==> src/rtl/bus_arbiter.sv <==
// Four-requester round-robin bus arbiter with a bounded hold time.
// An owner that holds past MAX_HOLD cycles is preempted unless it asserts its lock.
module bus_arbiter #(
  parameter int MAX_HOLD = 8
) (
  input  logic       clk,
  input  logic       clr,
  input  logic [3:0] req,
  input  logic [3:0] lock,
  output logic [3:0] grant,
  output logic       grant_valid,
  output logic [1:0] grant_id,
  output logic       preempt
);

  localparam logic [3:0] HOLD_MAX = 4'(MAX_HOLD);

  typedef enum logic {
    IDLE  = 1'b0,
    OWNED = 1'b1
  } state_t;

  state_t     state_reg;
  logic [3:0] grant_reg;
  logic       grant_valid_reg;
  logic [1:0] grant_id_reg;
  logic       preempt_reg;
  logic [3:0] hold_cnt_reg;
  logic [1:0] last_id_reg;

  logic [3:0] cand_mask;
  logic [3:0] rr_hit;
  logic [1:0] rr_idx [4];
  logic       win_valid;
  logic [1:0] win_id;
  logic       owner_req;
  logic       owner_lock;
  logic       hold_sat;
  logic       take_new;
  logic       do_preempt;
  logic       go_idle;

  // The current owner is masked out, so the same search serves both release and preemption.
  assign cand_mask = req & ~grant_reg;

  generate
    for (genvar gi = 0; gi < 4; gi++) begin : g_rr
      assign rr_idx[gi] = last_id_reg + 2'(gi + 1);
      assign rr_hit[gi] = cand_mask[rr_idx[gi]];
    end
  endgenerate

  always_comb begin
    win_valid = 1'b1;
    win_id    = rr_idx[0];
    casez (rr_hit)
      4'b???1: win_id = rr_idx[0];
      4'b??10: win_id = rr_idx[1];
      4'b?100: win_id = rr_idx[2];
      4'b1000: win_id = rr_idx[3];
      default: win_valid = 1'b0;
    endcase
  end

  assign owner_req  = req[grant_id_reg];
  assign owner_lock = lock[grant_id_reg];
  assign hold_sat   = (hold_cnt_reg == HOLD_MAX);

  always_comb begin
    take_new   = 1'b0;
    do_preempt = 1'b0;
    go_idle    = 1'b0;
    case (state_reg)
      IDLE: begin
        take_new = win_valid;
      end
      OWNED: begin
        if (!owner_req) begin
          take_new = win_valid;
          go_idle  = !win_valid;
        end else if (hold_sat && !owner_lock && win_valid) begin
          take_new   = 1'b1;
          do_preempt = 1'b1;
        end
      end
      default: begin
        go_idle = 1'b1;
      end
    endcase
  end

  always_ff @(posedge clk or posedge clr) begin
    if (clr) begin
      state_reg       <= IDLE;
      grant_reg       <= 4'b0000;
      grant_valid_reg <= 1'b0;
      grant_id_reg    <= 2'd0;
      preempt_reg     <= 1'b0;
      hold_cnt_reg    <= 4'd0;
      last_id_reg     <= 2'd3;
    end else begin
      preempt_reg <= do_preempt;
      if (take_new) begin
        state_reg       <= OWNED;
        grant_reg       <= 4'b0001 << win_id;
        grant_valid_reg <= 1'b1;
        grant_id_reg    <= win_id;
        last_id_reg     <= win_id;
        hold_cnt_reg    <= 4'd0;
      end else if (go_idle) begin
        // grant_id deliberately keeps the last owner while idle
        state_reg       <= IDLE;
        grant_reg       <= 4'b0000;
        grant_valid_reg <= 1'b0;
        hold_cnt_reg    <= 4'd0;
      end else if (state_reg == OWNED && !hold_sat) begin
        hold_cnt_reg <= hold_cnt_reg + 4'd1;
      end
    end
  end

  assign grant       = grant_reg;
  assign grant_valid = grant_valid_reg;
  assign grant_id    = grant_id_reg;
  assign preempt     = preempt_reg;

endmodule

==> config.mk <==
export PLATFORM = sky130hd
export DESIGN_NAME = bus_arbiter
export DESIGN_NICKNAME = d
export VERILOG_FILES = /design/src/rtl/bus_arbiter.sv
export SDC_FILE = /design/constraint.sdc
export NUM_CORES = 1
export LEC_CHECK = 0
export CORE_ASPECT_RATIO = 1.25
export CORE_MARGIN = 5
export CORE_UTILIZATION = 45
export CTS_CLUSTER_DIAMETER = 50
export DETAILED_ROUTE_END_ITERATION = 8
export GPL_TIMING_DRIVEN = 0
export PLACE_DENSITY = 0.82
export SLEW_MARGIN = 0
export SYNTH_ARGS = -nofsm -noshare
export SYNTH_HDL_FRONTEND = slang
export SYNTH_SLANG_ARGS = --single-unit
==> constraint.sdc <==
create_clock -name clk -period 2.32 [get_ports clk]
set_input_delay 0.464 -clock clk [delete_from_list [all_inputs] [get_ports clk]]
set_output_delay 0.464 -clock clk [all_outputs]
set_load 0.005 [all_outputs]
**After elaboration in Yosys (flattened, before gate mapping)**

Index checks and enable logic that the tools add are counted.

- Bits in registers: 14
- Bits of input ports: 10
- Logic and storage cells: 60

- $add $sub $neg: 4
- $lt $le $gt $ge: 5
- Bitwise logic cells: 3
- Shift operators: 1
- Equality and inequality tests: 4
- Reductions and logical operators: 9
- Muxes and demuxes: 28

Operator list:

| operator | number |
|---|---|
| 4-bit two-way mux | 5 |
| 2-bit by 3-bit < comparator with 1-bit output, second input constant | 5 |
| 1-bit two-way mux | 15 |
| 1-bit binary-select mux with 2-bit select | 6 |
| 4-bit equality test, second input constant | 2 |
| 2-bit case mux with 3 select lines | 1 |
| 2-bit adder, second input constant | 2 |
| 4-bit by 1-bit adder with 4-bit output, second input constant | 1 |
| 4-bit bitwise AND | 1 |
| 4-bit inverter | 1 |
| 4-bit OR reduction | 1 |
| 1-bit by 2-bit << shifter with 4-bit output, first input constant | 1 |
| 3-bit equality test, second input constant | 1 |
| 1-bit logical AND | 3 |
| 1-bit logical NOT | 3 |
| 3-bit nonzero test | 1 |
| 2-bit by 1-bit adder with 2-bit output, second input constant | 1 |
| 2-bit equality test, second input constant | 1 |
| 1-bit case mux with 2 select lines | 1 |
| 2-bit nonzero test | 1 |
| 1-bit inverter | 1 |

**Depth between registers and ports, before layout**

Gate-level depths: netlist (run 1).

- Depth in word-level cells: 12
- Mapped depth: 7

**Least setup slack after synthesis (run 1)**

No wires, ideal clock.

- Path type: input-to-reg
- From: in req[3]
- To: reg grant_reg[2] (netlist: grant[2])
- Required time: 2.199 ns
- Arrival: 1.649 ns
- Setup time: 0.121 ns
- Path slack: 0.550 ns
- Stages: 5
- Buffers on the path: 0
- Cell sequence: nor2b_1 > or4_4 > o21a_4 > and4_4 > a22o_1

- Word-level cells in the longest chain between the ends: 11
- Elaborated cells between the ends (all ways): 27

Ends and longest elaborated chain:

| item | line | RTL |
|---|---|---|
| start, declared | 8 | `input logic [3:0] req,` |
| 4-bit bitwise AND | 44 | `assign cand_mask = req & ~grant_reg;` |
| 1-bit binary-select mux with 2-bit select | 49 | `assign rr_hit[gi] = cand_mask[rr_idx[gi]];` |
| 1-bit two-way mux (implied by the code) | 49 |  |
| 4-bit equality test, or another cell as far along | 56 | `casez (rr_hit)` |
| 4-bit OR reduction (no source line) | - |  |
| 1-bit two-way mux | 56 |  |
| 1-bit logical AND | 81 | `end else if (hold_sat && !owner_lock && win_valid) begin` |
| 1-bit two-way mux | 81 |  |
| 1-bit two-way mux | 78 | `if (!owner_req) begin` |
| 1-bit case mux with 2 select lines | 73 | `case (state_reg)` |
| 4-bit two-way mux or 2-bit nonzero test (tied branches) | - |  |
| end signal, assigned | 105 | `grant_reg <= 4'b0001 << win_id;` |
| end, declared | 24 | `logic [3:0] grant_reg;` |

Parallel ways exist; a longest one is shown, timed or not. The select of a mux whose other input is x is not followed.
A chain may end at the register's enable or synchronous reset.

**Worst setup path after layout (run 1)**

- From: in req[0]
- To: reg grant_reg[1] (netlist: grant[1])

The elaborated chain is that of the path after synthesis.

==> results of run 1 <==
==> cells in the final DEF, fill, tap and decap left out, types with 2 or more instances in the layout <==
master | synthesis | routed
clkdlybuf4s50_1 | 0 | 17
dfrtp_1 | 12 | 12
nand2_1 | 6 | 6
inv_1 | 5 | 5
nor2_1 | 5 | 5
nand2b_1 | 4 | 4
o22ai_1 | 3 | 3
nand3_1 | 3 | 3
clkbuf_4 | 0 | 3
mux4_2 | 2 | 2
nor2b_1 | 2 | 2
o21ai_0 | 2 | 2
xnor2_1 | 2 | 2
a21oi_1 | 2 | 2
a22o_1 | 2 | 2
a21o_1 | 2 | 2
xor2_1 | 2 | 2
a32o_1 | 2 | 2
ha_1 | 2 | 2
dfstp_2 | 2 | 2
==> worst max-delay path by stage <==
stage	startpoint	endpoint	slack [ps]	depth (start not counted)
floorplan	req[3]	grant[2]	550	5
global placement	req[2]	grant[1]	-50	6
detailed placement	req[0]	grant[1]	-110	6
CTS	req[0]	grant[1]	200	6
global route	req[0]	grant[1]	130	6
finish	req[0]	grant[1]	190	6
==> cell families (layout without fill, tap and decap cells) <==
logic type               count (synthesis)  after routing  synth area share (%)
XOR/XNOR                                 4              4                 4.335
multiplexers                             3              3                 6.811
buffers and inverters                    5             26                 2.322
adder cells (fa/ha/maj)                  2              2                 3.095
AND/OR/NAND/NOR                         29             29                 21.52
flip-flops                              14             14                 43.65
AO/OA/AOI/OAI                           19             19                 18.27
==> worst max-delay path, cell delays in order <==
cell and delay (ps):
clkdlybuf4s50_1 510, nor2b_4 220, o22ai_1 100, a222oi_1 620, inv_1 130, a32o_1 270
==> per-layer routing <==
metal  vias up  routed length (um)  track usage, %
met5         -                   0               0
met4         0                  34           5.769
met3         6                  59           4.101
met2        18                1008           27.41
met1       320                 698           16.00
li1        327                   -               -
==> metrics by stage <==
| stage | util, % | instances |
|---|---|---|
| 5_1_grt | 59.54 | 116 |
| 2_1_floorplan | - | 76 |
| 4_1_cts | 59.54 | 116 |
| 3_3_place_gp | 57.46 | 112 |
| 6_report | 59.54 | 116 |
| 3_5_place_dp | 57.46 | 112 |
==> report_power, final <==
| part | total (W) | leakage (nW) | switching [W] | internal (W) |
|---|---|---|---|---|
| logic | 0.000615 | 0.265 | 0.000278 | 0.000337 |
| registers | 0.000446 | 0.174 | 0.000104 | 0.000342 |
| clock network | 0.000177 | 0.0210 | 0.0000809 | 0.0000956 |
| total | 0.00124 | 0.460 | 0.000463 | 0.000775 |
==> layout make-up <==
class,count,share of cell area (%)
well taps,19,2.289
inverters,5,1.807
repair buffers,17,16.39
flip-flops and latches,14,33.98
multi-input cells,57,42.05
clock buffers,4,3.494
==> reports/qor.txt, run 1 <==
status - finished clean
Max FO, Critical Path - 6
FP Rows - 17
H-Tree Depth - 1
Worst-path clk slew - 80 ps
# fillers - 155
initial DRC count - 4
first-pass GRT wire length - 3036 um
grt total ovfl - 0
antenna violations before repair - 0
setup ws final - 188.4 ps
DRC viols - 0
layout cells sized above 1 - 14.43%
Via density - 5.784
HPWL Detailed - 1434 um
syn_nets - 88
hold slack - 507.8 ps
number of max-cap violations - 0
Synth area leader - dfrtp_1
Tcrit/Tclk final - 91.88%
final std cell area, no fill - 1039 um^2
RR Startpoint - last_id_reg[1]
placed inst area - 1002 um^2
TNS Setup - 0 ps
# hold bufs at CTS - 0
Worst setup EP type - flop
library cells used by synthesis - 34
# IOs - 18
core area - 1744 um^2
Vert. Die Dim - 57.39 um
CP required - 2500 ps
Setup CP Type - in2reg
most common cell in the netlist - dfrtp_1
maximum clock frequency - 469.1 MHz
Mapped Cells - 76
Setup WS pre-CTS - -111.6 ps
via count - 671
final setup vio count - 0
Tot GR Track Use - 15.32%
leakage - 0.4598 nW
multi-input logic area - 436.7 um^2
detailed-router iteration count before antenna repair - 4
worst vdd ir - 664.0 uV
post-CTS setup buffers - 0
Syn-to-layout area delta - 28.48%
Slew @ Worst Pin - 632.1 ps
Total Nets Final - 110
FF+latch count, synth - 14
Power, Total - 0.001237 W
I/O Buffers - 17
crit path time final - 2132 ps
critical path arrival - 2310 ps
Pwr Density - 1191 nW/um^2
Seq/Total Area, Yosys - 43.65%
Avg WL per Cell - 15.53 um
Synth top area share - 37.15%
total wire length - 1801 um
Num Clock Sinks - 14
CTS max path bufs - 2
vias in the first global route - 722
Post-synth EDFFs - 0
CTS-repair resized insts - 0
Hold Vio Cnt, Final - 0
top cells by count, synth - dfrtp_1, nand2_1, inv_1, nor2_1, nand2b_1
syn_area_per_cell - 10.64 um^2
Critical Path Start Type - input pin
Primary FF master, synth - dfrtp_1
top post-synthesis cells by area - dfrtp_1, dfstp_2, mux4_2
Num CTS Buffers - 3
CTS tree - built
register area - 352.8 um^2
mapped cell area - 808.3 um^2
worst r2r path cells - 5
Final ANT Viol Nets - 0
Die W - 47.91 um
clk_skew - 4.400 ps
root buffer cell - clkbuf_4
clock latency at the later pin of the worst-skew pair - 290 ps
pin count of the biggest net entering global routing - 15
YS warnings - 0
FF-to-FF End - grant[1]
Routability Congestion - 0.9052
die area - 2749 um^2
RSZ-0062 raised after global routing - no
Max Slew Vio Count - 0
Worst Hold Class - in2async
initial core utilization - 46.34%
flop-to-flop setup slack - 440 ps
Slew headroom - 57.86%
Diodes inserted - 0
async set or reset register ratio after synthesis - 100.0%
No activity file was read; power rests on OpenSTA's default activity.
==> run 2, diff against run 1 <==
--- a/config.mk
+++ b/config.mk
@@ -5,6 +5,7 @@
 export SDC_FILE = /design/constraint.sdc
 export NUM_CORES = 1
 export LEC_CHECK = 0
+export CAP_MARGIN = 20
 export CORE_ASPECT_RATIO = 1.25
 export CORE_MARGIN = 5
 export CORE_UTILIZATION = 45
==> results of run 2 <==
Final layout, timing and power as in run 1 (identical DEF).
